==> src/rtl/ov_video_tx_if.sv <==
// rtl/ov_video_tx_if.sv - pixel source stream and DCMI video bus between ov_video_tx and its peers
//
// Signals:
//   pix_data/pix_valid  source -> transmitter, pixel sample and its valid
//   pix_ready           transmitter -> source, sample consumed this clk when pix_valid=1
//   pclk/vsync/href     transmitter -> sink, DCMI timing
//   vdata               transmitter -> sink, DCMI pixel data
// master is the transmitter side, slave is the source/sink side.
interface ov_video_tx_if #(
    parameter int VDATA_WIDTH = 10
);
    logic [VDATA_WIDTH-1:0] pix_data;
    logic                   pix_valid;
    logic                   pix_ready;
    logic                   pclk;
    logic                   vsync;
    logic                   href;
    logic [VDATA_WIDTH-1:0] vdata;

    modport master (
        input  pix_data, pix_valid,
        output pix_ready, pclk, vsync, href, vdata
    );

    modport slave (
        output pix_data, pix_valid,
        input  pix_ready, pclk, vsync, href, vdata
    );
endinterface

==> src/rtl/ov_video_tx.sv <==
// rtl/ov_video_tx.sv - OV7725-style DCMI camera-side transmitter / sensor emulator
//
// Ports:
//   clk          system clock; pclk is generated as clk/2
//   rstn         asynchronous active-low reset
//   enable       start/continue frame generation (checked at frame boundaries)
//   pattern_sel  1 = internal ramp pattern, 0 = pixel stream; latched at frame start
//   bus          ov_video_tx_if.master: pix_data/pix_valid/pix_ready, pclk/vsync/href/vdata
//   frame_done   one-clk pulse on the last tick of each frame
//   underflow    one-clk pulse when an active pixel slot found no valid input
module ov_video_tx #(
    parameter int VDATA_WIDTH = 10,
    parameter int PIXEL_NUM   = 320,
    parameter int ROW_NUM     = 240,
    parameter int HBLANK      = 144,
    parameter int VSYNC_LINES = 3,
    parameter int VBP_LINES   = 17,
    parameter int VFP_LINES   = 10
) (
    input  logic         clk,
    input  logic         rstn,
    input  logic         enable,
    input  logic         pattern_sel,
    ov_video_tx_if.master bus,
    output logic         frame_done,
    output logic         underflow
);
    localparam int LINE_LEN = PIXEL_NUM + HBLANK;
    localparam int V_MAX_A  = (ROW_NUM > VBP_LINES) ? ROW_NUM : VBP_LINES;
    localparam int V_MAX_B  = (VFP_LINES > VSYNC_LINES) ? VFP_LINES : VSYNC_LINES;
    localparam int V_MAX    = (V_MAX_A > V_MAX_B) ? V_MAX_A : V_MAX_B;
    localparam int H_W      = (LINE_LEN > 1) ? $clog2(LINE_LEN) : 1;
    localparam int V_W      = (V_MAX > 1) ? $clog2(V_MAX) : 1;

    typedef enum logic [2:0] {S_IDLE, S_VSYNC, S_VBP, S_ACTIVE, S_VFP} state_t;

    state_t           state, st_n;
    logic [H_W-1:0]   h_cnt, h_n;
    logic [V_W-1:0]   v_cnt, v_n;
    logic             pclk_r;
    logic             tick;
    logic             frame_start, frame_end;
    logic             pat_r, pat_eff;
    logic             href_n, take_pix;
    logic [VDATA_WIDTH-1:0] vdata_n;

    function automatic int lines_of(input state_t s);
        int n;
        case (s)
            S_VSYNC:  n = VSYNC_LINES;
            S_VBP:    n = VBP_LINES;
            S_ACTIVE: n = ROW_NUM;
            S_VFP:    n = VFP_LINES;
            default:  n = 0;
        endcase
        return n;
    endfunction

    // Next non-empty state of the frame sequence; S_IDLE here means "frame over".
    // Called with S_IDLE it yields the first state of a frame.
    function automatic state_t chain_after(input state_t s);
        state_t r;
        r = S_IDLE;
        if (s == S_IDLE && VSYNC_LINES > 0)
            r = S_VSYNC;
        else if ((s == S_IDLE || s == S_VSYNC) && VBP_LINES > 0)
            r = S_VBP;
        else if ((s == S_IDLE || s == S_VSYNC || s == S_VBP) && ROW_NUM > 0)
            r = S_ACTIVE;
        else if (s != S_VFP && VFP_LINES > 0)
            r = S_VFP;
        return r;
    endfunction

    // The tick is the clk whose edge takes pclk 1->0; everything the sink sees
    // changes there, so it is stable across the following pclk rising edge.
    assign tick = pclk_r;

    // Counters describe the pixel slot currently on the bus. The _n values are
    // the slot presented after the coming tick, and outputs are registered from
    // them so they line up with the counters.
    always_comb begin
        st_n        = state;
        h_n         = h_cnt;
        v_n         = v_cnt;
        frame_start = 1'b0;
        frame_end   = 1'b0;
        if (state == S_IDLE) begin
            if (enable) begin
                st_n        = chain_after(S_IDLE);
                h_n         = '0;
                v_n         = '0;
                frame_start = 1'b1;
            end
        end else if (int'(h_cnt) == LINE_LEN - 1) begin
            h_n = '0;
            if (int'(v_cnt) == lines_of(state) - 1) begin
                v_n = '0;
                if (chain_after(state) == S_IDLE) begin
                    frame_end = 1'b1;
                    if (enable) begin
                        st_n        = chain_after(S_IDLE);
                        frame_start = 1'b1;
                    end else begin
                        st_n = S_IDLE;
                    end
                end else begin
                    st_n = chain_after(state);
                end
            end else begin
                v_n = v_cnt + V_W'(1);
            end
        end else begin
            h_n = h_cnt + H_W'(1);
        end
    end

    // pattern_sel is live only in the tick that starts a frame; otherwise the
    // latched copy rules the whole frame.
    assign pat_eff  = frame_start ? pattern_sel : pat_r;
    assign href_n   = (st_n == S_ACTIVE) && (int'(h_n) < PIXEL_NUM);
    assign take_pix = tick && href_n && !pat_eff;

    always_comb begin
        vdata_n = '0;
        if (href_n) begin
            if (pat_eff)
                vdata_n = VDATA_WIDTH'(int'(h_n) + int'(v_n));
            else if (bus.pix_valid)
                vdata_n = bus.pix_data;
        end
    end

    always_ff @(posedge clk or negedge rstn) begin
        if (!rstn) begin
            state <= S_IDLE;
            h_cnt <= '0;
            v_cnt <= '0;
            pat_r <= 1'b0;
        end else if (tick) begin
            state <= st_n;
            h_cnt <= h_n;
            v_cnt <= v_n;
            if (frame_start)
                pat_r <= pattern_sel;
        end
    end

    always_ff @(posedge clk or negedge rstn) begin
        if (!rstn) begin
            pclk_r    <= 1'b0;
            bus.vsync <= 1'b0;
            bus.href  <= 1'b0;
            bus.vdata <= '0;
        end else begin
            pclk_r <= ~pclk_r;
            if (tick) begin
                bus.vsync <= (st_n == S_VSYNC);
                bus.href  <= href_n;
                bus.vdata <= vdata_n;
            end
        end
    end

    // Handshake and pulses decode registered state, so reset clears them at once.
    assign bus.pclk      = pclk_r;
    assign bus.pix_ready = take_pix;
    assign underflow     = take_pix && !bus.pix_valid;
    assign frame_done    = tick && frame_end;
endmodule

==> src/flat_wrapper.sv <==
// flat-port wrapper written by rule: the top's interface ports become plain ports
module ov_video_tx_flat 
#(
    parameter int VDATA_WIDTH = 10,
    parameter int PIXEL_NUM   = 320,
    parameter int ROW_NUM     = 240,
    parameter int HBLANK      = 144,
    parameter int VSYNC_LINES = 3,
    parameter int VBP_LINES   = 17,
    parameter int VFP_LINES   = 10
)
  (clk, rstn, enable, pattern_sel, frame_done, underflow, bus_pix_data, bus_pix_valid, bus_pix_ready, bus_pclk, bus_vsync, bus_href, bus_vdata);
  ov_video_tx_if #(.VDATA_WIDTH(VDATA_WIDTH)) bus_i ();
  input  logic clk;
  input  logic rstn;
  input  logic enable;
  input  logic pattern_sel;
  output logic frame_done;
  output logic underflow;
  input wire logic [$bits(bus_i.pix_data)-1:0] bus_pix_data;
  input wire logic [$bits(bus_i.pix_valid)-1:0] bus_pix_valid;
  output wire logic [$bits(bus_i.pix_ready)-1:0] bus_pix_ready;
  output wire logic [$bits(bus_i.pclk)-1:0] bus_pclk;
  output wire logic [$bits(bus_i.vsync)-1:0] bus_vsync;
  output wire logic [$bits(bus_i.href)-1:0] bus_href;
  output wire logic [$bits(bus_i.vdata)-1:0] bus_vdata;
  assign bus_i.pix_data = bus_pix_data;
  assign bus_i.pix_valid = bus_pix_valid;
  assign bus_pix_ready = bus_i.pix_ready;
  assign bus_pclk = bus_i.pclk;
  assign bus_vsync = bus_i.vsync;
  assign bus_href = bus_i.href;
  assign bus_vdata = bus_i.vdata;
  ov_video_tx #(.VDATA_WIDTH(VDATA_WIDTH), .PIXEL_NUM(PIXEL_NUM), .ROW_NUM(ROW_NUM), .HBLANK(HBLANK), .VSYNC_LINES(VSYNC_LINES), .VBP_LINES(VBP_LINES), .VFP_LINES(VFP_LINES)) u_core (.clk(clk), .rstn(rstn), .enable(enable), .pattern_sel(pattern_sel), .bus(bus_i), .frame_done(frame_done), .underflow(underflow));
endmodule
==> config.mk <==
export PLATFORM = sky130hd
export DESIGN_NAME = ov_video_tx_flat
export DESIGN_NICKNAME = d
export VERILOG_FILES = /design/src/rtl/ov_video_tx_if.sv /design/src/rtl/ov_video_tx.sv /design/src/flat_wrapper.sv
export SDC_FILE = /design/constraint.sdc
export NUM_CORES = 1
export LEC_CHECK = 0
export BUFFER_PORTS_ARGS = -buffer_cell sky130_fd_sc_hd__buf_4
export CORE_MARGIN = 1.5
export CORE_UTILIZATION = 45
export DETAILED_ROUTE_END_ITERATION = 8
export GPL_TIMING_DRIVEN = 0
export PLACE_DENSITY = 0.63
export SLEW_MARGIN = 20
export SYNTH_ARGS = -nofsm -noshare
export SYNTH_HDL_FRONTEND = slang
export SYNTH_SLANG_ARGS = --single-unit
==> constraint.sdc <==
create_clock -name clk -period 10.1 [get_ports clk]
set_input_delay 1.515 -clock clk [delete_from_list [all_inputs] [get_ports clk]]
set_output_delay 1.515 -clock clk [all_outputs]
set_load 0.01 [all_outputs]
# --- Word level (Yosys, flattened, before mapping) ---
# Cells that the tools add are included.
totals:
  register_bits: 34
  elab_cells: 69
op_classes:
  addsub: 4
  n_lt_le_gt_ge: 1
  n_eq_ne: 9
  muxes: 35
  bitwise_logic: 1
  reduce_logical: 11
ops:
  columns: ["operator", "n"]
  rows:
  - ["32-bit 2-to-1 mux", 2]
  - ["3-bit 2-to-1 mux", 11]
  - ["9-bit by 32-bit equality test with 1-bit output", 1]
  - ["8-bit 2-to-1 mux", 4]
  - ["8-bit one-hot mux with 4 select lines", 1]
  - ["32-bit by 2-bit subtractor with 32-bit output (second input constant)", 1]
  - ["10-bit 2-to-1 mux", 3]
  - ["9-bit 2-to-1 mux", 3]
  - ["1-bit 2-to-1 mux", 11]
  - ["9-bit by 8-bit adder with 10-bit output", 1]
  - ["9-bit by 1-bit adder with 9-bit output (second input constant)", 1]
  - ["3-bit by 2-bit equality test with 1-bit output (second input constant)", 3]
  - ["9-bit by 7-bit equality test with 1-bit output (second input constant)", 1]
  - ["9-bit less-than comparator (second input constant)", 1]
  - ["8-bit by 1-bit adder with 8-bit output (second input constant)", 1]
  - ["3-bit by 1-bit equality test with 1-bit output (second input constant)", 2]
  - ["3-bit zero test", 2]
  - ["1-bit logical AND", 5]
  - ["3-bit equality test (second input constant)", 1]
  - ["3-bit inequality test (second input constant)", 1]
  - ["1-bit zero test", 2]
  - ["1-bit logical OR", 2]
  - ["1-bit NOT", 1]

# --- Longest topological paths before layout ---
logic_depth:
  word_depth: 19
  mapped_depth: 23
  depth_no_buf: 22

# --- Worst setup path before layout ---
# Ideal clock, no wire load.
synth_path:
  path_type: "register to output"
  startpoint: "register u_core.state[0]"
  endpoint: "output port underflow"
  arrival_ps: 3335
  required_ps: 8585
  setup_slack_ps: 5250
  path_stages_with_launch: 14
  path_cell_list: "dfrtp_1 > buf_2 > xor2_1 > nand2_1 > ha_1 > ha_1 > ha_1 > nor4_2 > nand4_1 > a211o_1 > nor4b_1 > a221oi_2 > or3b_4 > nor3b_1"
synth_between:
  elab_chain_cells: 18
synth_rtl:
  columns: ["item", "line_no", "source"]
  rows:
  - ["start, declared", "ov_video_tx.sv:37", "state_t state, st_n;"]
  - ["start signal, assigned", "ov_video_tx.sv:141", "state <= st_n;"]
  - ["parallel branches: the longest is 16 deep, another holds 32-bit by 2-bit subtractor with 32-bit output", null, null]
  - ["1-bit logical AND *", "ov_video_tx.sv:122", "assign take_pix = tick && href_n && !pat_eff;"]
  - ["1-bit logical AND *", "ov_video_tx.sv:168", "assign underflow = take_pix && !bus.pix_valid;"]
  - ["end, declared", "flat_wrapper.sv:19", "output logic underflow;"]
# Every way passes the cells marked *. The select of a mux whose other input is x is not followed.

# --- Worst setup path after layout ---
layout_path:
  startpoint: "register u_core.state[1]"
  endpoint: "output port underflow"
# Same word-level chain as after synthesis.

==> impl_metrics.tcl <==
set metrics [dict create \
    post_cts_buffers 0 \
    finalInstanceArea_um2 3490 \
    synthArstFlopShare_pct 100 \
    path_max_fanout 10 \
    syn_avg_cell_area_um2 8.34 \
    place_area_um2 3400 \
    finalSetupViolCount 0 \
    die_area_um2 7340 \
    cts_tree "built" \
    cp-endpoint "underflow" \
    r2r_cells 21 \
    synth_cells 369 \
    dr.pass1.iters 4 \
    reg2reg_setup_slack_ns 4.78 \
    wl_per_cell_um 15.8 \
    yosysTopAreaCell "dfrtp_1" \
    hold_viol 0 \
    clockBufferDepth 2 \
    fin_crit_sh_pct 56.1 \
    yosys_warnings 0 \
    overflow 0 \
    irDropWorstVdd_mv 0.0518 \
    p_per_area_nw_per_um2 73.5 \
    synthFlopType "dfrtp_1" \
    layout_common_cells "nand2_1, o21ai_0, dfrtp_1, buf_4, nor2_1" \
    root_buffer "clkbuf_8" \
    status "complete, no violations" \
    worstMarginPinSlew_ns 0.678 \
    gp_congestion 0.859 \
    synth_top_area_share_pct 27.7 \
    grt_usage_pct 22.3 \
    portBuffers 30 \
    cts_hold_buf 0 \
    fmax_mhz 176 \
    wl_um 7640 \
    coreArea_um2 6490 \
    slew_headroom_pct 54.8 \
    grt_pass1_wl_um 13000 \
    finalSetupTns_ns 0 \
    fin_skew_ns 0.00565 \
    die_w_um 85.7 \
    numCtsBuffers 5 \
    clock_latency_ns 0.29 \
    ys_types 59 \
    startpoint "u_core.state[1]" \
    syn_to_final_growth_pct 13.5 \
    crit_type "flop to output port" \
    grt_antenna_before_repair 0 \
    synth-seq-cells 34 \
    ant_nets 0 \
    io_pins 31 \
    layout_commonest_cell "nand2_1" \
    hp-class "flop to flop" \
    grt_max_degree 35 \
    r2r_start "u_core.state[1]" \
    initial_core_util_pct 47.4 \
    num-nets-final 439 \
    leakage_nw 1.49 \
    ctsHtreeMaxLevel 2 \
    dr.first_iter.drc_count 217 \
    drive_above_1_share_pct 21.4 \
    clkSinkCount 34 \
    nFillCells 599 \
    cp-end-kind "output port" \
    n_antenna_cell 0 \
    ctsResizeCount 0 \
    synth_edf_count 0 \
    yosysSeqAreaShare_pct 27.7 \
    clk_pin_slew_ns 0.08 \
    cp.required_ns 8.59 \
    r2r-end "u_core.bus.vdata[6]" \
    syn_area_um2 3080 \
    die_height_um 85.7 \
    fin_util_pct 53.8 \
    num_vias 2781 \
    cp.arrival_ns 4.15 \
    vias_per_cell 5.75 \
    startpoint_type "flop" \
    place_hpwl_um 5770 \
    syn_nets 402 \
    synth.area.top_cells "dfrtp_1, ha_1, o21ai_0" \
    fin_crit_ns 5.67 \
    rows 29 \
    rsz0062_at_grt "false" \
    holdWs_ns 0.485 \
    grt_pass1_vias 2612 \
    final_max_slew_viol_count 0 \
    drc 0 \
    maxCapViolCount 0 \
]
-- flip-flops by register name (all words and copies together) (netlist names) --
name and cells:
u_core.bus.vdata 10, u_core.h_cnt 9, u_core.v_cnt 8, u_core.state 3, u_core.bus.href 1, u_core.bus.pclk 1
u_core.bus.vsync 1, u_core.pat_r 1
-- through the flow --
step / worst slack, ns / std cells / power (W)
after floorplan: 5.25 / 369 / 0.000141
after global placement: 4.77 / 476 / 0.000148
after detailed placement: 4.74 / 476 / 0.000148
after CTS: 4.41 / 484 / 0.000261
after global routing: 4.10 / 484 / 0.000265
final: 4.43 / 484 / 0.000257
-- how the worst min path moves through the flow --
stage          depth (start not counted)        startpoint          endpoint  slack [ns]
2_1_floorplan                          2      u_core.pat_r      u_core.pat_r        0.49
3_3_place_gp                           1  u_core.bus.vsync  u_core.bus.vsync        0.47
3_5_place_dp                           1  u_core.bus.vsync  u_core.bus.vsync        0.47
4_1_cts                                1  u_core.bus.vsync  u_core.bus.vsync        0.49
5_1_grt                                1  u_core.bus.vsync  u_core.bus.vsync        0.50
6_report                               1  u_core.bus.vsync  u_core.bus.vsync        0.48
-- cells by family after synthesis --
family,synth area share (%)
and+or+nand+nor,22.9
xor gates and xnor gates,4.76
AOI/OAI and AO/OA,24.8
muxes,5.94
buffers and inverters,6.34
DFF,27.7
adders and majority gates,7.56
-- report_power, final --
part	switching, W	internal [W]
clock	0.0000567	0.0000549
sequential	0	0.000136
combinational	0.00000494	0.00000435
-- critical path, stage by stage (launching register included) --
cell     delay [ns]
dfrtp_1        0.38
buf_6          0.14
xnor2_1        0.28
nor2_1         0.09
inv_1          0.09
ha_1           0.25
ha_1           0.20
inv_1          0.05
ha_1           0.27
xnor2_1        0.20
nand4_1        0.12
a211o_1        0.36
o21ai_1        0.28
mux2i_1        0.47
buf_2          0.31
nor3b_1        0.22
buf_4          0.15
-- synth_stat cells (4+ instances only) --
cell type and count:
xnor2_1 5, nor2_1 24, nor2b_1 4, nand3_1 12, and3_1 5, clkbuf_1 12, o2bb2ai_2 9, inv_1 12
a21oi_1 14, buf_6 4, dfrtp_1 34, nor3_1 15, a21o_1 6, nand2_1 53, o21ai_0 40, ha_1 17
buf_2 9, xor2_1 8, nand4_1 6, o31ai_1 9, mux2_2 10, mux2i_1 7
-- routing by layer --
metal	vias up	part of all wire, %	GRT usage, %
li1	1396	-	-
met1	1319	48	31.0
met2	59	47	37.1
met3	7	4.1	2.98
met4	0	1.1	5.28
met5	-	0	0
-- final cells by class --
class	instances	area (um^2)	share of cell area, %
Buffer	27	150	4.30
Clock buffer	6	82.6	2.36
Clock inverter	2	12.5	0.358
Inverter	12	45.0	1.29
Multi-Input combinational cell	296	2030	58.1
Sequential cell	34	851	24.4
Tap cell	77	96.3	2.76
Timing Repair Buffer	30	225	6.45
Power figures use the tool's default switching activity.
